==> config.mk <==
export PLATFORM = sky130hd
export DESIGN_NAME = operand_fetch_flat
export DESIGN_NICKNAME = d
export VERILOG_FILES = /design/src/rtl/operand_fetch_if.sv /design/src/rtl/operand_fetch.sv /design/src/flat_wrapper.sv
export SDC_FILE = /design/constraint.sdc
export NUM_CORES = 1
export LEC_CHECK = 0
export BUFFER_PORTS_ARGS = -buffer_cell sky130_fd_sc_hd__buf_2
export CORE_ASPECT_RATIO = 0.8
export CORE_UTILIZATION = 30
export DETAILED_ROUTE_END_ITERATION = 16
export SKIP_CTS_REPAIR_TIMING = 1
export SYNTH_ARGS = -nofsm -noshare
export SYNTH_HDL_FRONTEND = slang
export SYNTH_SLANG_ARGS = --single-unit
==> constraint.sdc <==
create_clock -name clk -period 6.6 [get_ports clk]
set_clock_uncertainty 0.2 [all_clocks]
set_input_delay 0.99 -clock clk [delete_from_list [all_inputs] [get_ports clk]]
set_output_delay 0.99 -clock clk [all_outputs]
set_load 0.05 [all_outputs]
==> src/rtl/operand_fetch_if.sv <==
// Bundle of IF/ID, register-file, bypass and ID/EX signals around the operand-fetch stage.
// The slave modport is the stage itself; the master modport is whoever surrounds it.
interface operand_fetch_if #(
   parameter int unsigned XLEN = 32
);
   logic            id_valid;
   logic            id_ready;
   logic [31:0]     id_instr;
   logic [XLEN-1:0] id_pc;

   logic [4:0]      rf_raddr1;
   logic [4:0]      rf_raddr2;
   logic [XLEN-1:0] rf_rdata1;
   logic [XLEN-1:0] rf_rdata2;

   logic            fx_valid;
   logic [4:0]      fx_rd;
   logic [XLEN-1:0] fx_data;
   logic            fx_rdy;

   logic            fm_valid;
   logic [4:0]      fm_rd;
   logic [XLEN-1:0] fm_data;
   logic            fm_rdy;

   logic            wb_wen;
   logic [4:0]      wb_waddr;
   logic [XLEN-1:0] wb_wdata;

   logic            ex_valid;
   logic            ex_ready;
   logic [XLEN-1:0] ex_pc;
   logic [31:0]     ex_instr;
   logic [XLEN-1:0] ex_rs1_val;
   logic [XLEN-1:0] ex_rs2_val;
   logic [XLEN-1:0] ex_imm;

   modport slave (
      input  id_valid, id_instr, id_pc, rf_rdata1, rf_rdata2,
             fx_valid, fx_rd, fx_data, fx_rdy,
             fm_valid, fm_rd, fm_data, fm_rdy,
             wb_wen, wb_waddr, wb_wdata, ex_ready,
      output id_ready, rf_raddr1, rf_raddr2,
             ex_valid, ex_pc, ex_instr, ex_rs1_val, ex_rs2_val, ex_imm
   );

   modport master (
      output id_valid, id_instr, id_pc, rf_rdata1, rf_rdata2,
             fx_valid, fx_rd, fx_data, fx_rdy,
             fm_valid, fm_rd, fm_data, fm_rdy,
             wb_wen, wb_waddr, wb_wdata, ex_ready,
      input  id_ready, rf_raddr1, rf_raddr2,
             ex_valid, ex_pc, ex_instr, ex_rs1_val, ex_rs2_val, ex_imm
   );
endinterface

==> src/rtl/operand_fetch.sv <==
// Decode/operand-fetch stage: bypasses EX/MEM/WB results into rs1/rs2, builds the
// immediate, stalls on unready producers and registers everything into ID/EX.
module operand_fetch #(
   parameter int unsigned XLEN = 32
) (
   input  logic                   clk,
   input  logic                   srst_n,
   input  logic                   flush,
   operand_fetch_if.slave         bus,
   output logic [31:0]            stall_cycles
);
   localparam int unsigned ILEN = 32;
   localparam int unsigned RAW  = 5;

   localparam logic [6:0] OP_R      = 7'b0110011;
   localparam logic [6:0] OP_IALU   = 7'b0010011;
   localparam logic [6:0] OP_LOAD   = 7'b0000011;
   localparam logic [6:0] OP_STORE  = 7'b0100011;
   localparam logic [6:0] OP_BRANCH = 7'b1100011;
   localparam logic [6:0] OP_JALR   = 7'b1100111;
   localparam logic [6:0] OP_LUI    = 7'b0110111;
   localparam logic [6:0] OP_AUIPC  = 7'b0010111;
   localparam logic [6:0] OP_JAL    = 7'b1101111;

   logic [6:0]                opcode;
   logic [1:0]                used;
   logic [1:0][RAW-1:0]       rs;
   logic [1:0][XLEN-1:0]      rfd;
   logic [1:0][XLEN-1:0]      opv;
   logic [1:0]                src_hz;
   logic                      hazard;
   logic                      load_ok;
   logic                      accept;
   logic [XLEN-1:0]           imm;

   logic                      ex_valid_q,   ex_valid_d;
   logic [XLEN-1:0]           ex_pc_q,      ex_pc_d;
   logic [ILEN-1:0]           ex_instr_q,   ex_instr_d;
   logic [XLEN-1:0]           ex_rs1_q,     ex_rs1_d;
   logic [XLEN-1:0]           ex_rs2_q,     ex_rs2_d;
   logic [XLEN-1:0]           ex_imm_q,     ex_imm_d;
   logic [31:0]               stall_q,      stall_d;

   assign opcode        = bus.id_instr[6:0];
   assign rs[0]         = bus.id_instr[19:15];
   assign rs[1]         = bus.id_instr[24:20];
   assign rfd[0]        = bus.rf_rdata1;
   assign rfd[1]        = bus.rf_rdata2;
   assign bus.rf_raddr1 = rs[0];
   assign bus.rf_raddr2 = rs[1];

   // Which source fields the opcode actually reads
   always_comb begin
      used = 2'b00;
      unique case (opcode)
         OP_R, OP_STORE, OP_BRANCH: used = 2'b11;
         OP_IALU, OP_LOAD, OP_JALR: used = 2'b01;
         default:                   used = 2'b00;
      endcase
   end

   // First-match bypass; x0 short-circuits so rd==0 producers never match
   always_comb begin
      opv    = rfd;
      src_hz = 2'b00;
      for (int i = 0; i < 2; i++) begin
         if (rs[i] == '0) begin
            opv[i] = '0;
         end else if (bus.fx_valid && bus.fx_rd == rs[i]) begin
            opv[i]    = bus.fx_data;
            src_hz[i] = !bus.fx_rdy;
         end else if (bus.fm_valid && bus.fm_rd == rs[i]) begin
            opv[i]    = bus.fm_data;
            src_hz[i] = !bus.fm_rdy;
         end else if (bus.wb_wen && bus.wb_waddr == rs[i]) begin
            opv[i] = bus.wb_wdata;
         end
      end
   end

   assign hazard       = |(used & src_hz);
   assign load_ok      = !ex_valid_q || bus.ex_ready;
   assign accept       = bus.id_valid && !hazard && load_ok && !flush;
   assign bus.id_ready = flush || (!hazard && load_ok);

   always_comb begin
      imm = '0;
      unique case (opcode)
         OP_IALU, OP_LOAD, OP_JALR:
            imm = XLEN'($signed(bus.id_instr[31:20]));
         OP_STORE:
            imm = XLEN'($signed({bus.id_instr[31:25], bus.id_instr[11:7]}));
         OP_BRANCH:
            imm = XLEN'($signed({bus.id_instr[31], bus.id_instr[7], bus.id_instr[30:25],
                                 bus.id_instr[11:8], 1'b0}));
         OP_LUI, OP_AUIPC:
            imm = XLEN'($signed({bus.id_instr[31:12], 12'b0}));
         OP_JAL:
            imm = XLEN'($signed({bus.id_instr[31], bus.id_instr[19:12], bus.id_instr[20],
                                 bus.id_instr[30:21], 1'b0}));
         default:
            imm = '0;
      endcase
   end

   // Next-state for the ID/EX register and stall counter
   always_comb begin
      ex_valid_d = ex_valid_q;
      ex_pc_d    = ex_pc_q;
      ex_instr_d = ex_instr_q;
      ex_rs1_d   = ex_rs1_q;
      ex_rs2_d   = ex_rs2_q;
      ex_imm_d   = ex_imm_q;
      stall_d    = stall_q;

      if (flush) begin
         ex_valid_d = 1'b0;
      end else if (accept) begin
         ex_valid_d = 1'b1;
         ex_pc_d    = bus.id_pc;
         ex_instr_d = bus.id_instr;
         ex_rs1_d   = opv[0];
         ex_rs2_d   = opv[1];
         ex_imm_d   = imm;
      end else if (load_ok) begin
         ex_valid_d = 1'b0;
      end

      if (bus.id_valid && hazard && !flush && stall_q != '1) begin
         stall_d = stall_q + 32'd1;
      end
   end

   always_ff @(posedge clk) begin
      if (!srst_n) begin
         ex_valid_q <= 1'b0;
         ex_pc_q    <= '0;
         ex_instr_q <= '0;
         ex_rs1_q   <= '0;
         ex_rs2_q   <= '0;
         ex_imm_q   <= '0;
         stall_q    <= '0;
      end else begin
         ex_valid_q <= ex_valid_d;
         ex_pc_q    <= ex_pc_d;
         ex_instr_q <= ex_instr_d;
         ex_rs1_q   <= ex_rs1_d;
         ex_rs2_q   <= ex_rs2_d;
         ex_imm_q   <= ex_imm_d;
         stall_q    <= stall_d;
      end
   end

   assign bus.ex_valid   = ex_valid_q;
   assign bus.ex_pc      = ex_pc_q;
   assign bus.ex_instr   = ex_instr_q;
   assign bus.ex_rs1_val = ex_rs1_q;
   assign bus.ex_rs2_val = ex_rs2_q;
   assign bus.ex_imm     = ex_imm_q;
   assign stall_cycles   = stall_q;
endmodule
==> src/flat_wrapper.sv <==
// flat-port wrapper written by rule: the top's interface ports become plain ports
module operand_fetch_flat 
#(
   parameter int unsigned XLEN = 32
)
  (clk, srst_n, flush, stall_cycles, bus_id_valid, bus_id_instr, bus_id_pc, bus_rf_rdata1, bus_rf_rdata2, bus_fx_valid, bus_fx_rd, bus_fx_data, bus_fx_rdy, bus_fm_valid, bus_fm_rd, bus_fm_data, bus_fm_rdy, bus_wb_wen, bus_wb_waddr, bus_wb_wdata, bus_ex_ready, bus_id_ready, bus_rf_raddr1, bus_rf_raddr2, bus_ex_valid, bus_ex_pc, bus_ex_instr, bus_ex_rs1_val, bus_ex_rs2_val, bus_ex_imm);
  operand_fetch_if #(.XLEN(XLEN)) bus_i ();
  input  logic clk;
  input  logic srst_n;
  input  logic flush;
  output logic [31:0] stall_cycles;
  input wire logic [$bits(bus_i.id_valid)-1:0] bus_id_valid;
  input wire logic [$bits(bus_i.id_instr)-1:0] bus_id_instr;
  input wire logic [$bits(bus_i.id_pc)-1:0] bus_id_pc;
  input wire logic [$bits(bus_i.rf_rdata1)-1:0] bus_rf_rdata1;
  input wire logic [$bits(bus_i.rf_rdata2)-1:0] bus_rf_rdata2;
  input wire logic [$bits(bus_i.fx_valid)-1:0] bus_fx_valid;
  input wire logic [$bits(bus_i.fx_rd)-1:0] bus_fx_rd;
  input wire logic [$bits(bus_i.fx_data)-1:0] bus_fx_data;
  input wire logic [$bits(bus_i.fx_rdy)-1:0] bus_fx_rdy;
  input wire logic [$bits(bus_i.fm_valid)-1:0] bus_fm_valid;
  input wire logic [$bits(bus_i.fm_rd)-1:0] bus_fm_rd;
  input wire logic [$bits(bus_i.fm_data)-1:0] bus_fm_data;
  input wire logic [$bits(bus_i.fm_rdy)-1:0] bus_fm_rdy;
  input wire logic [$bits(bus_i.wb_wen)-1:0] bus_wb_wen;
  input wire logic [$bits(bus_i.wb_waddr)-1:0] bus_wb_waddr;
  input wire logic [$bits(bus_i.wb_wdata)-1:0] bus_wb_wdata;
  input wire logic [$bits(bus_i.ex_ready)-1:0] bus_ex_ready;
  output wire logic [$bits(bus_i.id_ready)-1:0] bus_id_ready;
  output wire logic [$bits(bus_i.rf_raddr1)-1:0] bus_rf_raddr1;
  output wire logic [$bits(bus_i.rf_raddr2)-1:0] bus_rf_raddr2;
  output wire logic [$bits(bus_i.ex_valid)-1:0] bus_ex_valid;
  output wire logic [$bits(bus_i.ex_pc)-1:0] bus_ex_pc;
  output wire logic [$bits(bus_i.ex_instr)-1:0] bus_ex_instr;
  output wire logic [$bits(bus_i.ex_rs1_val)-1:0] bus_ex_rs1_val;
  output wire logic [$bits(bus_i.ex_rs2_val)-1:0] bus_ex_rs2_val;
  output wire logic [$bits(bus_i.ex_imm)-1:0] bus_ex_imm;
  assign bus_i.id_valid = bus_id_valid;
  assign bus_i.id_instr = bus_id_instr;
  assign bus_i.id_pc = bus_id_pc;
  assign bus_i.rf_rdata1 = bus_rf_rdata1;
  assign bus_i.rf_rdata2 = bus_rf_rdata2;
  assign bus_i.fx_valid = bus_fx_valid;
  assign bus_i.fx_rd = bus_fx_rd;
  assign bus_i.fx_data = bus_fx_data;
  assign bus_i.fx_rdy = bus_fx_rdy;
  assign bus_i.fm_valid = bus_fm_valid;
  assign bus_i.fm_rd = bus_fm_rd;
  assign bus_i.fm_data = bus_fm_data;
  assign bus_i.fm_rdy = bus_fm_rdy;
  assign bus_i.wb_wen = bus_wb_wen;
  assign bus_i.wb_waddr = bus_wb_waddr;
  assign bus_i.wb_wdata = bus_wb_wdata;
  assign bus_i.ex_ready = bus_ex_ready;
  assign bus_id_ready = bus_i.id_ready;
  assign bus_rf_raddr1 = bus_i.rf_raddr1;
  assign bus_rf_raddr2 = bus_i.rf_raddr2;
  assign bus_ex_valid = bus_i.ex_valid;
  assign bus_ex_pc = bus_i.ex_pc;
  assign bus_ex_instr = bus_i.ex_instr;
  assign bus_ex_rs1_val = bus_i.ex_rs1_val;
  assign bus_ex_rs2_val = bus_i.ex_rs2_val;
  assign bus_ex_imm = bus_i.ex_imm;
  operand_fetch #(.XLEN(XLEN)) u_core (.clk(clk), .srst_n(srst_n), .flush(flush), .bus(bus_i), .stall_cycles(stall_cycles));
endmodule
==> flow_metrics.tcl, run 1 <==
set metrics [dict create \
    leakagePower_nw 5.54 \
    required_ps 5410 \
    ys.warnings.count 0 \
    place_congestion 0.843 \
    first_pass_iters 5 \
    rr_endpoint "u_core.stall_cycles[1]$_SDFFE_PN0P_" \
    first_global_vias 9569 \
    drc 0 \
    peakVddDrop_v 0.000151 \
    maxSlewViolCount 0 \
    grt_usage 0.208 \
    synth-xor-area-share 0.0277 \
    cp.arrival_ps 3710 \
    utilization 0.404 \
    synth_edf_count 0 \
    num_vias 10295 \
    htreeDepth 4 \
    drt-wirelength-per-cell_um 18.4 \
    finalPower_mw 2.89 \
    worstRegToRegCells 8 \
    syn-num-nets 1405 \
    synth_top_family_by_area "compound AO/OA/AOI/OAI gates" \
    path_class "input port to output pin" \
    grt_max_degree 100 \
    crit_end "bus_id_ready" \
    synth.distinct_cells 45 \
    synth-simple-area-share 0.160 \
    yosys.area.top_type "dfxtp_1" \
    p_per_area_nw_per_um2 225 \
    syn_inst 1155 \
    die_w_um 204 \
    dp_slack_ps 1710 \
    final_common_cell "buf_2" \
    final_cell_mix "451 x buf_2, 193 x dfxtp_1, 161 x a21oi_1" \
    synth_top_area_share 0.395 \
    dieArea_um2 33400 \
    tns_ps 0 \
    path_clk_slew_ps 70 \
    slew_headroom 0.278 \
    cts_tree "built" \
    hold_viol 0 \
    instances_no_fill 1965 \
    setup_ws_ps 1700 \
    vias_per_cell 5.24 \
    synthTopCellsByArea "dfxtp_1 39%, mux2i_1 12%, a21oi_1 8.2%, o21ai_0 5.7%, o2bb2ai_1 5.7%" \
    cts_num_sinks 193 \
    fmaxAchievable_ghz 0.204 \
    cp_max_fo 33 \
    area_delta_synth_final_pct 31.0 \
    final_nets 1779 \
    status "finished clean" \
    routed_wirelength_mm 36.1 \
    setup_viol 0 \
    die_h_um 164 \
    hp-class "flip-flop to flip-flop" \
    wl_met3_mm 2.36 \
    ant_nets 0 \
    cts_buffer_depth 2 \
    clk_latency_ps 450 \
    critical_path.startpoint "bus_id_instr[16]" \
    cts_root_buf "clkbuf_16" \
    regToRegSetupSlack_ps 3320 \
    synthMuxAreaShare 0.119 \
    cp-start-kind "input port" \
    highest_layer "met4" \
    drt_iter0_markers 737 \
    syn_area_um2 9790 \
    overflow 0 \
    grt_pass1_wl_mm 54.3 \
    synth.avg_cell_area_um2 8.48 \
    synth_adder_area_share 0.00128 \
    drive_gt1_frac 0.350 \
    start_util 0.308 \
    rsz0062_at_grt "false" \
    ys_seq_elements 193 \
    io_buffers 452 \
    drt-met1-wl_mm 16.3 \
    synth-compound-area-share 0.240 \
    min_period_over_period 0.742 \
    worstSetupEndpointType "output pin" \
    rows 58 \
    fin_crit_ps 4900 \
    antenna_found_initial 3 \
    hpwl_mm 26.5 \
    r2r-start "u_core.stall_cycles[0]$_SDFFE_PN0P_" \
    core_um2 31800 \
    wl_met2_mm 17.0 \
    dominantRegCellSynth "dfxtp_1" \
    boundaryPins 453 \
    ys_seq_area_frac 0.395 \
    synth-async-reset-ratio 0 \
    worst_pin_slew_ps 1080 \
    dpl.cell_count 1930 \
    fill_cells 3265 \
    max_cap_viol_count 0 \
    cts_made_buffers 17 \
]
synthesized netlist by cell type (6+ instances only):
cell       count
clkbuf_1      75
o221a_2       19
nor2_1        15
and2_1        13
o21ai_0      112
nand3_1       27
buf_4         11
or3_1         23
buf_2         26
and3_1        12
nand4_1       38
nor2b_1       11
mux2i_1      114
a21oi_1      161
xor2_1        27
nand2_1      135
o2bb2ai_1     64
nor3_1        10
inv_1          6
dfxtp_1      193
or4_1          9
o31ai_1        8
worst min path at each step:
stage	start	endpoint	slack (ps)	cells past startpoint
floorplan	u_core.bus.ex_imm[0]$_SDFFE_PN0P_	u_core.bus.ex_imm[0]$_SDFFE_PN0P_	470	2
global placement	u_core.bus.ex_instr[14]$_SDFFE_PN0P_	u_core.bus.ex_instr[14]$_SDFFE_PN0P_	240	2
detailed placement	u_core.bus.ex_rs2_val[13]$_SDFFE_PN0P_	u_core.bus.ex_rs2_val[13]$_SDFFE_PN0P_	240	1
CTS	u_core.bus.ex_pc[15]$_SDFFE_PN0P_	u_core.bus.ex_pc[15]$_SDFFE_PN0P_	260	2
global route	u_core.bus.ex_rs1_val[22]$_SDFFE_PN0P_	u_core.bus.ex_rs1_val[22]$_SDFFE_PN0P_	270	1
finish	u_core.bus.ex_instr[6]$_SDFFE_PN0P_	u_core.bus.ex_instr[6]$_SDFFE_PN0P_	260	2
area by class of cell:
cell class	count	area (µm²)	share of cell area
clock inverters	14	176	0.0138
clock buffers	17	425	0.0332
well taps	420	526	0.0410
diodes	4	10.0	0.000780
flip-flops and latches	193	3860	0.301
repair buffers	471	2410	0.188
inverters	7	26.3	0.00205
multi-input cells	839	5390	0.420
through the flow:
step	hold slack [ps]	cell area, µm²
floorplan	471	9790
global placement	240	12200
detailed placement	241	12200
CTS	259	12800
global route	274	12800
finish	257	12800
routing by layer:
layer | up-vias | GRT usage
met1 | 4904 | 0.277
met2 | 384 | 0.335
met4 | 0 | 0.0539
met5 | - | 0
met3 | 32 | 0.0523
li1 | 4975 | -
worst max-delay path: stages:
cell and delay, ps:
buf_2 150, xor2_1 180, nor4_2 340, nand3_2 680, mux2i_2 420, a22oi_2 210, buf_4 290, a21o_1 170
buf_2 260
power by group:
part	leakage [nW]	internal, mW	switching, mW
sequential	1.57	1.21	0.0265
clock	0.294	0.572	0.504
combinational	3.67	0.175	0.397
total	5.54	1.96	0.928
cell families (layout without fill, tap and decap cells):
logic type / Yosys count / after routing
adders and majority gates: 1 / 1
and+or+nand+nor: 309 / 309
buffers and inverters: 123 / 509
other: 0 / 4
muxes: 116 / 116
xor gates and xnor gates: 31 / 31
AOI/OAI and AO/OA: 382 / 382
DFF: 193 / 193
state kept, by name, summed over array words and instances, names as in the netlist:
signal and cells:
u_core.bus.ex_rs2_val 32, u_core.bus.ex_valid 1, u_core.bus.ex_rs1_val 32, u_core.bus.ex_imm 32, u_core.bus.ex_pc 32, u_core.stall_cycles 32
u_core.bus.ex_instr 32
No activity file was read; power rests on OpenSTA's default activity.
==> run 2: changes to the inputs <==
--- a/config.mk
+++ b/config.mk
@@ -5,6 +5,7 @@
 export SDC_FILE = /design/constraint.sdc
 export NUM_CORES = 1
 export LEC_CHECK = 0
+export ABC_AREA = 1
 export BUFFER_PORTS_ARGS = -buffer_cell sky130_fd_sc_hd__buf_2
 export CORE_ASPECT_RATIO = 0.8
 export CORE_UTILIZATION = 30
==> constraint.sdc (replaced) <==
create_clock -name clk -period 4.35 [get_ports clk]
set_clock_uncertainty 0.2 [all_clocks]
set_input_delay 0.6525 -clock clk [delete_from_list [all_inputs] [get_ports clk]]
set_output_delay 0.6525 -clock clk [all_outputs]
set_load 0.05 [all_outputs]
==> run 2 against run 1 <==
  * Die area increased by 29%
  * Synthesized cell count increased by 86%
  * Non-clock buffer count is 15 higher
  * Wire length increased by 52%
  * Clock-buffer cell count is 2 higher
  * Largest cell class unchanged
==> flow_metrics.tcl, run 2 <==
set metrics [dict create \
    drt_iter0_markers 1526 \
    hold_viol 0 \
    io_buffers 452 \
    core_um2 41800 \
    vias_per_cell 5.01 \
    clk_latency_ps 450 \
    switching_share 0.370 \
    syn-num-nets 2403 \
    synth-async-reset-ratio 0 \
    drt-wirelength-per-cell_um 17.8 \
    ys_seq_area_frac 0.304 \
    p_seq_frac 0.407 \
    area_delta_synth_final_pct 24.6 \
    yosys.area.top_type "dfxtp_1" \
    grt_pass1_wl_mm 81.5 \
    worst_pin_slew_ps 1070 \
    rsz0062_at_grt "false" \
    dpl_cell_area_um2 15200 \
    worstSetupEndpointType "output pin" \
    start_util 0.303 \
    synth.avg_cell_area_um2 5.90 \
    cp_max_fo 7 \
    slew_headroom 0.283 \
    cp.arrival_ps 2470 \
    path_clk_slew_ps 80 \
    overflow 0 \
    peakVddDrop_v 0.000271 \
    critical_path.startpoint "bus_id_instr[16]" \
    syn_area_um2 12700 \
    die_h_um 186 \
    first_global_vias 13837 \
    boundaryPins 453 \
    ys.warnings.count 0 \
    grt_usage 0.245 \
    rows 67 \
    maxSlewViolCount 0 \
    p_sw_mw 1.71 \
    cp_num_buf_inv 3 \
    status "finished clean" \
    syn_inst 2153 \
    leakagePower_nw 8.50 \
    path_class "input port to output pin" \
    pwr-share-clk 0.337 \
    place_congestion 0.922 \
    min_period_over_period 0.764 \
    first_pass_iters 5 \
    cts_tree "built" \
    htreeDepth 4 \
    cts_buffer_depth 2 \
    ys_seq_elements 193 \
    dieArea_um2 43100 \
    hp-start "bus_id_pc[18]" \
    ant_nets 0 \
    synth_common_cells "554 x nand2_1, 378 x inv_1, 193 x a21oi_1, 193 x dfxtp_1, 188 x nand4_1" \
    p_per_area_nw_per_um2 293 \
    final_cell_mix "554 x nand2_1, 452 x buf_2, 378 x inv_1" \
    dominantRegCellSynth "dfxtp_1" \
    setup_viol 0 \
    drc 0 \
    yosysMostFrequentCell "nand2_1" \
    routed_wirelength_mm 54.9 \
    fin_crit_ps 3320 \
    synth_top_area_share 0.304 \
    p_int_mw 2.92 \
    synthTopCellsByArea "dfxtp_1 30%, nand2_1 16%, inv_1 11%, nand4_1 9.3%, a21oi_1 7.6%" \
    cpMostUsedCell "nor2_1" \
    max_cap_viol_count 0 \
    tns_ps 0 \
    cp-start-kind "input port" \
    hp-class "input port to flip-flop" \
    antenna_found_initial 6 \
    synth_edf_count 0 \
    hpwl_mm 41.4 \
    cpPeakStageDelay_ps 330 \
    drive_gt1_frac 0.224 \
    fmaxAchievable_ghz 0.301 \
    synth.distinct_cells 32 \
    cts_num_sinks 193 \
    critPathSlowestCell "buf_2" \
    grt_max_degree 119 \
    cts_root_buf "clkbuf_16" \
    cts_made_buffers 17 \
    final_nets 2757 \
    combPwrFrac 0.257 \
    num_vias 15429 \
    crit_chain "buf_2, inv_2, nand2_1, nand2_1, nor2_1, nand3_2, nor2_1, nor2_1, nand3_1, nand2_2, o21ai_0, buf_2" \
    die_w_um 232 \
    cpLargestDelayFamily "simple AND/OR/NAND/NOR gates" \
    final_common_cell "nand2_1" \
    r2r-start "u_core.stall_cycles[0]$_SDFFE_PN0P_" \
    post-route-cell-area_um2 15800 \
    required_ps 3500 \
]
run 2: changes by cell type in the layout (fill, tap and decap cells not counted), moves of 64 or more:
| cell | delta |
|---|---|
| inv_1 | +372 |
| nand2_1 | +419 |
| nor2_1 | +134 |
| o2bb2ai_1 | -64 |
| mux2i_1 | -114 |
| nand4_1 | +150 |
| nand3_1 | +119 |
run 2: path summary, 6_finish.rpt:
path                                          endpoint  slack [ps]  cells after the start
setup / recovery                          bus_id_ready        1030                     12
setup reg to reg  u_core.stall_cycles[20]$_SDFFE_PN0P_        1610                     11
hold / removal       u_core.bus.ex_pc[18]$_SDFFE_PN0P_         250                      3
hold reg to reg    u_core.bus.ex_instr[9]$_SDFFE_PN0P_         260                      2
run 2: metrics by stage:
| step | total power [mW] | instances | worst slack [ps] | util | hold slack, ps |
|---|---|---|---|---|---|
| final | 4.63 | 3077 | 1030 | 0.378 | 253 |
| after global routing | 4.85 | 3076 | 902 | 0.378 | 245 |
| after CTS | 4.65 | 3072 | 1030 | 0.378 | 238 |
| after detailed placement | 3.10 | 3040 | 919 | 0.365 | 253 |
| after global placement | 3.10 | 3040 | 878 | 0.365 | 249 |
| after floorplan | 2.69 | 2153 | 793 | - | 485 |
run 2: layout make-up:
| class | instances | area, µm² |
|---|---|---|
| Clock buffer | 19 | 433 |
| Sequential cell | 193 | 3860 |
| Fill cell | 4647 | 26000 |
| Inverter | 402 | 1510 |
| Tap cell | 552 | 691 |
| Timing Repair Buffer | 486 | 2570 |
| Multi-Input combinational cell | 1407 | 6620 |
| Clock inverter | 13 | 123 |
| Antenna cell | 5 | 12.5 |
run 2: per-layer routing:
layer  vias to the layer above  GRT usage  part of all wire  wire [µm]
li1                       7541          -                 -          -
met1                      7146      0.352              0.47      25600
met2                       662      0.365              0.44      23900
met3                        80     0.0475             0.072       3970
met4                         0     0.0753             0.024       1340
met5                         -          0                 0          0
run 2: power groups by stage:
stage                     registers (mW)  clock network [mW]  logic (mW)
after floorplan                     2.20                   0       0.491
after global placement              1.92                   0        1.18
after detailed placement            1.93                   0        1.18
after CTS                           1.88                1.59        1.18
after global routing                1.89                1.67        1.29
final                               1.88                1.56        1.19
run 2: logic make-up after synthesis:
kind of cell,Yosys count,share of synthesized area
XOR/XNOR,27,0.0186
flip-flops,193,0.304
AO/OA/AOI/OAI,299,0.121
buffers and inverters,553,0.176
AND/OR/NAND/NOR,1080,0.379
adder cells (fa/ha/maj),1,0.000986
run 2: worst register-to-register path, delay by kind of cell, from the launching register on:
family,cells,cell delay (ps)
and+or+nand+nor,9,1650
AOI/OAI and AO/OA,1,170
adders and majority gates,1,240
DFF,1,410
==> run 3: changes to the inputs <==
==> constraint.sdc (replaced) <==
create_clock -name clk -period 3.2 [get_ports clk]
set_clock_uncertainty 0.2 [all_clocks]
set_input_delay 0.48 -clock clk [delete_from_list [all_inputs] [get_ports clk]]
set_output_delay 0.48 -clock clk [all_outputs]
set_load 0.05 [all_outputs]
==> run 3 against run 2 <==
  * Core utilization increased by 0.53 points
  * Combinational power is 36% higher
  * Sequential power grew 36%
  * Critical path depth unchanged
  * Setup slack got worse by 690 ps
  * Clock-buffer cell count is 1 lower
  * Non-clock buffer count grew 12
  * Clock power grew 54%
  * Largest cell class unchanged
==> flow_metrics.tcl, run 3 (synthesized netlist as in run 2, its figures left out) <==
set metrics [dict create \
    first_global_vias 13909 \
    cpLargestDelayFamily "simple AND/OR/NAND/NOR gates" \
    dieArea_um2 43100 \
    antenna_found_initial 11 \
    setup_viol 0 \
    required_ps 3380 \
    cp.arrival_ps 3030 \
    utilization 0.383 \
    hp-class "input port to flip-flop" \
    fin_crit_ps 2860 \
    cts_num_sinks 193 \
    grt_max_degree 116 \
    clk_latency_ps 460 \
    path_clk_slew_ps 80 \
    place_congestion 0.971 \
    finalPower_mw 6.58 \
    cts_root_buf "clkbuf_16" \
    dp_slack_ps 353 \
    crit_chain "ha_1, nand2_1, nor2_1, nand2_1, nor2_1, nand2_1, nor3_1, nand4_1, nand3_2, buf_4, nand2_1, a21oi_1" \
    final_nets 2769 \
    max_cap_viol_count 0 \
    status "finished clean" \
    drt_iter0_markers 1420 \
    cpPeakStageDelay_ps 420 \
    hold_ws_ps 81.1 \
    cp_num_buf_inv 1 \
    worstSetupEndpointType "flip-flop" \
    die_h_um 186 \
    num_vias 15483 \
    combPwrFrac 0.246 \
    cts_tree "built" \
    ant_nets 0 \
    p_seq_frac 0.390 \
    routed_wirelength_mm 54.6 \
    first_pass_iters 7 \
    setup_ws_ps 341 \
    rsz0062_at_grt "false" \
    hpwl_mm 41.2 \
    p_sw_mw 2.35 \
    cts_buffer_depth 2 \
    dpl.cell_count 3052 \
    pwr-share-clk 0.364 \
    fmaxAchievable_ghz 0.350 \
    dpl_cell_area_um2 15400 \
    cpMostUsedCell "nand2_1" \
    p_int_mw 4.23 \
    leakagePower_nw 8.62 \
    die_w_um 232 \
    peakVddDrop_v 0.000370 \
    cp_max_fo 32 \
    cts_made_buffers 17 \
    htreeDepth 4 \
    critPathSlowestCell "dfxtp_1" \
    fill_cells 4681 \
    instances_no_fill 3094 \
    post-route-cell-area_um2 16000 \
    start_util 0.303 \
    regToRegSetupSlack_ps 340 \
    rows 67 \
    core_um2 41800 \
    final_common_cell "nand2_1" \
    hold_viol 0 \
    io_buffers 452 \
    area_delta_synth_final_pct 26.4 \
    boundaryPins 453 \
    slew_headroom 0.351 \
    p_per_area_nw_per_um2 410 \
    drc 0 \
    switching_share 0.357 \
    cp-start-kind "flip-flop" \
    overflow 0 \
    maxSlewViolCount 0 \
    drive_gt1_frac 0.228 \
    grt_pass1_wl_mm 80.9 \
    grt_usage 0.243 \
    drt-wirelength-per-cell_um 17.6 \
    vias_per_cell 5.00 \
    path_class "flip-flop to flip-flop" \
    tns_ps 0 \
    worst_pin_slew_ps 973 \
    min_period_over_period 0.893 \
    final_cell_mix "554 x nand2_1, 452 x buf_2, 378 x inv_1" \
]
==> run 3: cell types whose count changed in the layout (fill, tap and decap cells not counted), sizes merged <==
cell and delta:
bufinv +3, clkbuf -1, diode +5, clkinvlp -1
buf +12, inv -2, clkinv +1
==> run 3: cell type report <==
class / count / area [µm²] / share of cell area
multi-input combinational: 1407 / 6620 / 0.413
sequential: 193 / 3860 / 0.241
timing repair buffer: 498 / 2700 / 0.168
inverter: 402 / 1510 / 0.0942
tap: 552 / 691 / 0.0431
clock buffer: 18 / 439 / 0.0274
clock inverter: 14 / 199 / 0.0124
antenna: 10 / 25.0 / 0.00156
==> run 3: routing by layer <==
metal,global-route usage,up-vias,wire (µm)
li1,-,7578,-
met1,0.346,7087,25000
met2,0.356,722,23600
met3,0.0541,94,4570
met4,0.0839,2,1370
met5,0,-,13
==> run 3: worst reg2reg max path, delay by kind of cell, from the launching register on <==
family                   cells  cell delay, ps
adder cells (fa/ha/maj)      1             260
buffers and inverters        1             330
AO/OA/AOI/OAI                1             130
AND/OR/NAND/NOR              9            1420
flip-flops                   1             420
==> run 3: path summary, 6_finish.rpt <==
kind | cells past startpoint | to | startpoint
max | 12 | u_core.stall_cycles[21]$_SDFFE_PN0P_ | u_core.stall_cycles[1]$_SDFFE_PN0P_
min reg2reg | 2 | u_core.bus.ex_imm[19]$_SDFFE_PN0P_ | u_core.bus.ex_imm[19]$_SDFFE_PN0P_
max reg2reg | 12 | u_core.stall_cycles[21]$_SDFFE_PN0P_ | u_core.stall_cycles[1]$_SDFFE_PN0P_
min | 3 | u_core.bus.ex_pc[1]$_SDFFE_PN0P_ | bus_id_pc[1]
==> run 3: power groups by stage <==
stage | registers, mW | clock network, mW | logic [mW]
CTS | 2.56 | 2.45 | 1.60
detailed placement | 2.62 | 0 | 1.60
global placement | 2.62 | 0 | 1.60
finish | 2.56 | 2.40 | 1.62
global route | 2.58 | 2.54 | 1.75
floorplan | 2.99 | 0 | 0.668
